===== config.mk =====
export PLATFORM = sky130hd
export DESIGN_NAME = uart_rx_deserializer
export DESIGN_NICKNAME = d
export VERILOG_FILES = /design/src/rtl/uart_rx_deserializer.sv
export SDC_FILE = /design/constraint.sdc
export NUM_CORES = 1
export LEC_CHECK = 0
export ABC_AREA = 1
export BUFFER_PORTS_ARGS = -buffer_cell sky130_fd_sc_hd__buf_2
export CAP_MARGIN = 25
export CORE_AREA = 2 2 61 63
export CTS_CLUSTER_DIAMETER = 30
export CTS_CLUSTER_SIZE = 24
export DETAILED_ROUTE_END_ITERATION = 8
export DIE_AREA = 0 0 63 65
export GPL_ROUTABILITY_DRIVEN = 0
export PLACE_DENSITY = 0.7
export SETUP_SLACK_MARGIN = 0.2
export SYNTH_ARGS = -nofsm -noshare
export SYNTH_HDL_FRONTEND = slang
export SYNTH_SLANG_ARGS = --single-unit

===== constraint.sdc =====
create_clock -name clk -period 1.5 [get_ports clk]
set_input_delay 0.3 -clock clk [delete_from_list [all_inputs] [get_ports clk]]
set_output_delay 0.3 -clock clk [all_outputs]
set_load 0.005 [all_outputs]

===== src/rtl/uart_rx_deserializer.sv =====
// UART receive deserializer: oversampled start detect, 3-sample majority
// vote at mid-bit, LSB-first reassembly, optional parity and stop checks.
// Results are presented as registered one-cycle strobes.
module uart_rx_deserializer #(
  parameter int Data_Width = 8,
  parameter int Prescale   = 8
) (
  input  logic                  clk,
  input  logic                  RST,
  input  logic                  RX_IN,
  input  logic                  PAR_EN,
  input  logic                  PAR_TYP,
  output logic [Data_Width-1:0] P_Data,
  output logic                  Data_Valid,
  output logic                  Par_Err,
  output logic                  Stp_Err,
  output logic                  Busy
);

  localparam int EW = $clog2(Prescale);
  localparam int BW = $clog2(Data_Width + 1);

  localparam logic [EW-1:0] EDGE_ONE  = EW'(1);
  localparam logic [EW-1:0] EDGE_S0   = EW'(Prescale / 2 - 1);
  localparam logic [EW-1:0] EDGE_S1   = EW'(Prescale / 2);
  localparam logic [EW-1:0] EDGE_RES  = EW'(Prescale / 2 + 1);
  localparam logic [EW-1:0] EDGE_LAST = EW'(Prescale - 1);
  localparam logic [BW-1:0] BIT_ONE   = BW'(1);
  localparam logic [BW-1:0] BIT_LAST  = BW'(Data_Width - 1);

  typedef enum logic [2:0] {IDLE, START, DATA, PARITY, STOP} state_t;

  state_t                  r_state;
  state_t                  w_state_next;
  logic [EW-1:0]           r_edge_cnt;
  logic [BW-1:0]           r_bit_cnt;
  logic                    r_s0;
  logic                    r_s1;
  logic                    r_par_en;
  logic                    r_par_typ;
  logic                    r_par_fail;
  logic                    r_stp_fail;
  logic [Data_Width-1:0]   r_shift;

  logic w_start_det;
  logic w_edge_last;
  logic w_resolve;
  logic w_maj;
  logic w_par_exp;
  logic w_valid_next;
  logic w_par_err_next;
  logic w_stp_err_next;
  logic w_busy_next;

  assign w_start_det = (r_state == IDLE) && !RX_IN;
  assign w_edge_last = (r_state != IDLE) && (r_edge_cnt == EDGE_LAST);
  assign w_resolve   = (r_state != IDLE) && (r_edge_cnt == EDGE_RES);
  // Third sample is the live line value on the resolve edge.
  assign w_maj       = (r_s0 & r_s1) | (r_s0 & RX_IN) | (r_s1 & RX_IN);
  assign w_par_exp   = (^r_shift) ^ r_par_typ;

  // State register
  always_ff @(posedge clk) begin
    if (RST) r_state <= IDLE;
    else     r_state <= w_state_next;
  end

  // Next-state logic
  always_comb begin
    w_state_next = r_state;
    case (r_state)
      IDLE:   if (!RX_IN) w_state_next = START;
      START: begin
        if (w_resolve && w_maj) w_state_next = IDLE;   // glitch, not a start bit
        else if (w_edge_last)   w_state_next = DATA;
      end
      DATA: begin
        if (w_edge_last && (r_bit_cnt == BIT_LAST))
          w_state_next = r_par_en ? PARITY : STOP;
      end
      PARITY: if (w_edge_last) w_state_next = STOP;
      STOP:   if (w_edge_last) w_state_next = IDLE;
      default: w_state_next = IDLE;
    endcase
  end

  // Output next-value logic; the stop vote may resolve on the final edge itself
  always_comb begin
    w_valid_next   = 1'b0;
    w_par_err_next = 1'b0;
    w_stp_err_next = 1'b0;
    w_busy_next    = (w_state_next != IDLE);
    if ((r_state == STOP) && w_edge_last) begin
      w_par_err_next = r_par_fail;
      w_stp_err_next = r_stp_fail | (w_resolve & ~w_maj);
      w_valid_next   = ~w_par_err_next & ~w_stp_err_next;
    end
  end

  // Edge and data-bit counters
  always_ff @(posedge clk) begin
    if (RST) begin
      r_edge_cnt <= '0;
      r_bit_cnt  <= '0;
    end else begin
      if (r_state == IDLE)
        r_edge_cnt <= RX_IN ? '0 : EDGE_ONE;
      else if ((w_state_next == IDLE) || w_edge_last)
        r_edge_cnt <= '0;
      else
        r_edge_cnt <= r_edge_cnt + EDGE_ONE;

      if (r_state != DATA)
        r_bit_cnt <= '0;
      else if (w_edge_last)
        r_bit_cnt <= r_bit_cnt + BIT_ONE;
    end
  end

  // Capture the two early mid-bit samples
  always_ff @(posedge clk) begin
    if (RST) begin
      r_s0 <= 1'b0;
      r_s1 <= 1'b0;
    end else if (r_state != IDLE) begin
      if (r_edge_cnt == EDGE_S0) r_s0 <= RX_IN;
      if (r_edge_cnt == EDGE_S1) r_s1 <= RX_IN;
    end
  end

  // Frame configuration latch, shift register and fail flags
  always_ff @(posedge clk) begin
    if (RST) begin
      r_par_en   <= 1'b0;
      r_par_typ  <= 1'b0;
      r_par_fail <= 1'b0;
      r_stp_fail <= 1'b0;
      r_shift    <= '0;
    end else if (w_start_det) begin
      r_par_en   <= PAR_EN;
      r_par_typ  <= PAR_TYP;
      r_par_fail <= 1'b0;
      r_stp_fail <= 1'b0;
    end else if (w_resolve) begin
      case (r_state)
        DATA:    r_shift <= {w_maj, r_shift[Data_Width-1:1]};
        PARITY:  if (w_maj != w_par_exp) r_par_fail <= 1'b1;
        STOP:    if (!w_maj) r_stp_fail <= 1'b1;
        default: ;
      endcase
    end
  end

  // Registered outputs; P_Data only changes on a clean frame
  always_ff @(posedge clk) begin
    if (RST) begin
      P_Data     <= '0;
      Data_Valid <= 1'b0;
      Par_Err    <= 1'b0;
      Stp_Err    <= 1'b0;
      Busy       <= 1'b0;
    end else begin
      Data_Valid <= w_valid_next;
      Par_Err    <= w_par_err_next;
      Stp_Err    <= w_stp_err_next;
      Busy       <= w_busy_next;
      if (w_valid_next) P_Data <= r_shift;
    end
  end

endmodule

==> impl_results.md, run 1 <==
- CTS tree: built
- Max VDD drop: 0.508 mV
- Number of synthesized flops with an enable pin: 0
- Fill count: 273
- Clk_lat worst skew: 0.35 ns
- Total power: 0.00168 W
- Global routing met2 resource utilization: 0.335
- Max incr delay on CP: 0.39 ns
- Hold EP: r_par_en
- Post-synth ARST share: 0
- Post-layout util: 0.718
- Routed len/inst: 12.8 um
- R2r startpoint: r_bit_cnt[0]
- CTS Buffer Depth: 2
- First-pass GRT wire length: 5980 um
- Rows: 22
- Hold buffers post-CTS: 0
- Least-Margin Pin Slew: 0.417 ns
- Hold Path Cell Cnt: 3
- M1 GR Usage: 0.206
- DP Wirelength: 2450 um
- WHS: 0.197 ns
- Reg power frac: 0.577
- Synth cell types: 30
- Multi-input gate area: 1180 sq um
- Final hold violations: 0
- Post-Synthesis Cells: 231
- H-tree Lvls: 2
- XOR/XNOR Fraction of Synth Area: 0.0459
- Gate power share: 0.093
- Flop and latch count out of synthesis: 36
- Post-Layout Cell Count: 324
- GRT Total Usage: 0.187
- RSZ-0062 raised after global routing: yes
- Pwr dens: 668 nW/um^2
- Final wirelength: 4160 um
- Arr. time, crit path: 1.78 ns
- Drc violations: 0
- Num CTS Buffers: 5
- Die Wd: 63 um
- Synthesis Warnings: 0
- Max Cap Viol: 0
- Crit-path max FO: 4
- Layer with the highest usage: met2
- Worst reg-to-reg setup slack: -0.03 ns
- Post-route ant nets: 0
- CTS sink cnt: 36
- Initial Util: 0.491
- Number of global-route vias before repair: 1429
- Most used DFF post-synth: dfxtp_1
- Synthesis-to-layout area growth: 46.0%
- GRT Residual Overflow: 0
- Final #Nets: 286
- Post-synthesis mux area share: 0
- Slew headroom: 0.722
- Register area: 762 sq um
- Worst-case reg-to-reg path depth: 10
- Outcome: complete, but fails checks
- Largest net degree at the start of global routing: 17
- Switching Share: 0.251
- Met3 Use GR: 0.0538
- Worst setup margin: -0.0303 ns
- DP Cell Count: 301
- CP Launch Type: register
- Ant diodes: 0
- RR Endpoint: r_edge_cnt[2]
- Die span in y: 65 um
- Worst-path cell chain: ha_4, nand3_1, inv_2, nand4_1, nand2_2, nand3_2, nor2_2, nand2_2, nand3_2, nor2_1
- CP required: 1.75 ns
- Clock-pin slew on the worst setup and hold paths: 0.10 ns
- Syn_nets: 242
- Routed vias/inst: 5.08
- Via count: 1645
- Total iterations of the first detailed-routing run: 5
- Core area: 3500 sq um
- Post-layout min period: 1.53 ns
- Syn_area_per_cell: 7.44 sq um
- Detailed Route Iter0 Violations: 79
- Compound-Gate Fraction of Synth Area: 0.122
- Post-Syn Area: 1720 sq um
- Crit end category: register
- Switching Power: 0.000422 W
- Fin crit share: 1.02
- Violated checks: negative setup slack
- Hold Path Class: in2reg
- Hold path startpoint: PAR_EN
- Synth Area in Adders: 0.0437
- CP max stage cell: dfxtp_2
- Clock power share: 0.329
- Ports: 17
- Leak: 0.986 nW
- DIE AREA: 4100 sq um
- Internal: 0.00125 W
- Setup violations, final: 3
- Layout cell share with drive strength beyond 1: 0.536
- PortBufs: 16
- Simple-gate portion of the synthesized area: 0.278
- Largest family of logic cells by synthesized area: simple AND/OR/NAND/NOR gates
- Count of pins over their slew limit: 0
- Kind of critical path: reg2reg
- CTS root buf: clkbuf_4
- Peak Freq: 653 MHz
- Seq/Total Area, Yosys: 0.420
- Initial antenna violation count: 0
- Worst Clk Skew: 0.00922 ns
==> logic make-up (layout without fill, tap and decap cells) <==
kind of cell,Yosys count,count (layout)
buffers and inverters,38,82
xor gates and xnor gates,9,9
adders and majority gates,6,6
AOI/OAI and AO/OA,42,42
DFF,36,36
and+or+nand+nor,100,101
==> per-stage QoR <==
| stage | setup WS [ns] | cell area, sq um | TNS (ns) |
|---|---|---|---|
| 2_1_floorplan | 0.140 | 1800 | 0 |
| 3_3_place_gp | 0.0214 | 1990 | 0 |
| 3_5_place_dp | -0.0196 | 1990 | -0.0196 |
| 4_1_cts | 0.0259 | 2120 | 0 |
| 5_1_grt | -0.0772 | 2510 | -0.463 |
| 6_report | -0.0303 | 2510 | -0.0693 |
==> area by class of cell <==
type,count,share of cell area
clock buffers,8,0.0234
multi-input cells,158,0.470
well taps,48,0.0239
flip-flops and latches,36,0.304
repair buffers,41,0.126
inverters,33,0.0534
==> layer usage <==
metal,up-vias,share of wire
li1,831,-
met1,776,0.40
met2,30,0.54
met3,8,0.036
met4,0,0.020
met5,-,0
==> placed cells by master (no fill, tap or decap), types with 2 or more instances in the layout <==
cell / n
nand3_2: 7
dfxtp_4: 8
nand2_2: 14
nand3_4: 3
nand2_1: 32
o21ai_0: 3
inv_2: 7
xor2_1: 2
o21ai_2: 8
xor2_2: 3
buf_6: 6
nor3_4: 2
nor2_4: 4
clkbuf_1: 2
buf_4: 17
o21ai_1: 4
nand3_1: 12
xnor2_1: 4
inv_1: 23
dfxtp_2: 9
inv_4: 2
or2_4: 2
a21oi_1: 13
a21oi_2: 14
buf_2: 16
clkbuf_4: 5
nand2_4: 3
nor3_1: 3
dfxtp_1: 19
ha_4: 4
nor2_2: 6
nor2_1: 6
==> repair_timing <==
| item | in CTS | in global routing |
|---|---|---|
| hold endpoints to repair | 0 | 0 |
| resized for setup | 16 | 90 |
| endpoints found under the setup margin | 27 | 32 |
| buffers inserted | 4 | 9 |
| pin swaps | 10 | 29 |
| cloned | 0 | 2 |
==> cells in the mapped netlist, types with 2 or more instances <==
cell / count / area share
a21oi_1: 27 / 0.079
nand2_2: 4 / 0.015
nor3_1: 4 / 0.012
or2_2: 2 / 0.0073
o21ai_0: 14 / 0.041
clkbuf_1: 2 / 0.0044
ha_1: 6 / 0.044
xor2_1: 5 / 0.025
dfxtp_1: 36 / 0.42
nand2_1: 45 / 0.098
xnor2_1: 4 / 0.020
nor2_1: 13 / 0.028
inv_2: 2 / 0.0044
nand3_2: 2 / 0.012
nor3_2: 2 / 0.012
nor2_2: 2 / 0.0073
inv_1: 30 / 0.066
nand3_1: 19 / 0.055
==> how the worst max path moves through the flow <==
stage / from / endpoint / slack (ns) / cells past startpoint
finish: r_bit_cnt[0] / r_edge_cnt[2] / -0.03 / 10
CTS: r_edge_cnt[0] / r_edge_cnt[2] / 0.03 / 10
floorplan: r_edge_cnt[0] / r_edge_cnt[0] / 0.14 / 10
global placement: r_edge_cnt[0] / r_edge_cnt[0] / 0.02 / 9
global route: r_edge_cnt[0] / r_edge_cnt[2] / -0.08 / 11
detailed placement: r_state[0] / r_edge_cnt[2] / -0.02 / 10
==> critical path, delay by kind of cell (launching register included) <==
family / cells / cell delay [ns]
and+or+nand+nor: 8 / 0.80
DFF: 1 / 0.39
adders and majority gates: 1 / 0.15
buffers and inverters: 1 / 0.09
==> power groups by stage <==
| stage | sequential, W | combinational [W] | clock, W |
|---|---|---|---|
| floorplan | 0.00100 | 0.0000840 | 0 |
| global placement | 0.00100 | 0.000115 | 0 |
| detailed placement | 0.00100 | 0.000115 | 0 |
| CTS | 0.000980 | 0.000120 | 0.000556 |
| global route | 0.000970 | 0.000176 | 0.000618 |
| finish | 0.000967 | 0.000157 | 0.000552 |
==> flip-flops by register name, indices dropped and copies added (netlist names), 3 cells and up <==
signal and cells:
P_Data 8, r_shift 8, r_bit_cnt 4, r_edge_cnt 3, r_state 3
No activity file was read; power rests on OpenSTA's default activity.
==> run 2, diff against run 1 <==
ABC_AREA = not set   (was 1)
==> run 2 against run 1 <==
The run still ends with negative setup slack left; critical endpoint is now r_edge_cnt[0]; sequential power increased by 1%; final area decreased by 9.4%; maximum frequency decreased by 7.8%; critical path type unchanged; largest cell class unchanged.
==> impl_results.md, run 2 <==
- Outcome: complete, but fails checks
- Violated checks: negative setup slack
- Setup violations, final: 21
- Max VDD drop: 0.481 mV
- Worst Clk Skew: 0.0136 ns
- Hold Path Cell Cnt: 3
- RSZ-0062 raised after global routing: yes
- Fill count: 280
- Arr. time, crit path: 1.92 ns
- Least-Margin Pin Slew: 0.339 ns
- Synthesis-to-layout area growth: 33.0%
- Final hold violations: 0
- Worst setup margin: -0.160 ns
- Final #Nets: 230
- Drc violations: 0
- Die span in y: 65 um
- Post-synth ARST share: 0
- Family with the most delay on the worst path: simple AND/OR/NAND/NOR gates
- Final wirelength: 3900 um
- Worst-case reg-to-reg path depth: 6
- Worst-path cell chain: ha_4, ha_4, nand3_1, nor4b_4, nor4_4, a211oi_2
- Slew headroom: 0.773
- First-pass GRT wire length: 6150 um
- Number of synthesized flops with an enable pin: 0
- Crit end category: register
- DIE AREA: 4100 sq um
- Count of pins over their slew limit: 0
- Count leader, synth: dfxtp_1
- Number of global-route vias before repair: 1370
- Ant diodes: 0
- CTS tree: built
- Hold EP: r_par_typ
- Worst reg-to-reg setup slack: -0.16 ns
- Pwr dens: 738 nW/um^2
- Hold Path Class: in2reg
- Syn_nets: 188
- GRT Residual Overflow: 0
- Post-Synthesis Cells: 177
- Max incr delay on CP: 0.42 ns
- Buffer and inverter count on the worst path: 0
- Top Registers: P_Data x8, r_shift x8, r_bit_cnt x4
- CTS Buffer Depth: 2
- Num CTS Buffers: 5
- Rows: 22
- Initial antenna violation count: 0
- CP Launch Type: register
- Synth cell types: 37
- Clk_lat worst skew: 0.35 ns
- Hold path startpoint: PAR_TYP
- Die Wd: 63 um
- Initial Util: 0.489
- Core area: 3500 sq um
- Cell mode on critical path: ha_4
- Worst setup path startpoint: r_edge_cnt[1]
- PortBufs: 16
- CTS root buf: clkbuf_4
- Max Cap Viol: 0
- Crit-path max FO: 6
- Kind of critical path: reg2reg
- DP Wirelength: 2540 um
- Routed len/inst: 14.6 um
- H-tree Lvls: 2
- WHS: 0.196 ns
- Flop and latch count out of synthesis: 36
- Peak Freq: 602 MHz
- Area contributors post-synth: dfxtp_1 42%, mux2i_1 11%, nor2_1 6.8%
- Fin Setup TNS: -1.20 ns
- Cell taking the most area after synthesis: dfxtp_1
- Detailed Route Iter0 Violations: 64
- Post-synth top cells: 36 x dfxtp_1, 31 x nor2_1, 19 x mux2i_1
- Leak: 0.928 nW
- Commonest non-fill, non-tap cell in the layout: nor2_1
- Fin crit share: 1.11
- R2r startpoint: r_edge_cnt[1]
- Share of the synthesized area in the top cell type: 0.422
- Register area: 737 sq um
- Multi-input gate area: 1030 sq um
- Layout cell share with drive strength beyond 1: 0.414
- Ports: 17
- CP required: 1.76 ns
- CP max stage cell: nor4b_4
- Post-route ant nets: 0
- Syn_area_per_cell: 9.65 sq um
- Most frequent cells in the layout: 30 x nor2_1, 27 x dfxtp_1, 19 x buf_4, 18 x mux2i_1, 16 x buf_2
- Synthesis Warnings: 0
- Clock-pin slew on the worst setup and hold paths: 0.10 ns
- Seq/Total Area, Yosys: 0.422
- Pre-CTS setup slack: -0.160 ns
- Post-layout min period: 1.66 ns
- Post-Syn Area: 1710 sq um
- Routed vias/inst: 5.22
- Via count: 1399
- Largest net degree at the start of global routing: 21
- Total iterations of the first detailed-routing run: 4
- GRT Total Usage: 0.194
- RR Endpoint: r_edge_cnt[0]
- Most used DFF post-synth: dfxtp_1
- CTS sink cnt: 36
-- run 2: changes by cell type after synthesis, moves of 11 or more --
cell	before	now
o21ai_0	14	3
nor2_1	13	31
inv_1	30	8
mux2i_1	0	19
nand3_1	19	8
nand2_1	45	9
a21oi_1	27	10
-- run 2: worst max-delay path by stage --
stage	to	slack, ns	cells after the start
final	r_edge_cnt[0]	-0.16	6
after global routing	r_edge_cnt[0]	-0.25	5
after CTS	r_edge_cnt[0]	-0.11	6
after detailed placement	P_Data[7]	-0.16	6
after global placement	P_Data[3]	-0.10	6
after floorplan	P_Data[0]	-0.05	8
-- run 2: cell families (layout without fill, tap and decap cells) --
group           after synthesis  count (layout)  synth area share
simple gates                 64              64             0.197
flops                        36              36             0.422
compound gates               23              23            0.0996
mux                          19              19             0.111
buf+inv                      18              61            0.0586
xor+xnor                     10              10            0.0593
fa+ha+maj                     7               7            0.0520
-- run 2: stage by stage --
stage / area, sq um / power, W / cells / utilization
2_1_floorplan: 1750 / 0.00107 / 177 / -
3_3_place_gp: 1960 / 0.00111 / 248 / 0.561
3_5_place_dp: 1960 / 0.00111 / 248 / 0.561
4_1_cts: 2150 / 0.00168 / 263 / 0.616
5_1_grt: 2270 / 0.00176 / 268 / 0.650
6_report: 2270 / 0.00168 / 268 / 0.650
-- run 2: area by class of cell --
type	count	area share
multi-input combinational	123	0.454
tap	48	0.0264
inverter	8	0.0132
timing repair buffer	45	0.155
clock inverter	2	0.00441
clock buffer	6	0.0226
sequential	36	0.324
-- run 2: where the power goes --
group | total [W] | internal (W) | switching, W | leakage, nW
registers | 0.000979 | 0.000965 | 0.0000143 | 0.296
logic | 0.000159 | 0.0000844 | 0.0000750 | 0.595
clock network | 0.000538 | 0.000223 | 0.000315 | 0.0380
total | 0.00168 | 0.00127 | 0.000404 | 0.928
-- run 2: timing repair --
item,CTS,global route
pin swaps,8,9
setup buffers,7,5
hold buffers,0,0
cloned,0,0
gates resized for setup,19,22
setup endpoints to repair,33,35
-- run 2: worst reg2reg max path, cell delays in order (launching register included) --
cell	delay [ns]
dfxtp_2	0.37
ha_4	0.15
ha_4	0.16
nand3_1	0.20
nor4b_4	0.42
nor4_4	0.11
a211oi_2	0.18
-- run 2: layer usage --
metal	GRT usage	vias to the layer above	wire length (um)
li1	-	688	-
met3	0.0625	9	135
met1	0.228	680	1720
met4	0.0889	0	84
met5	0	-	0
met2	0.323	22	1960
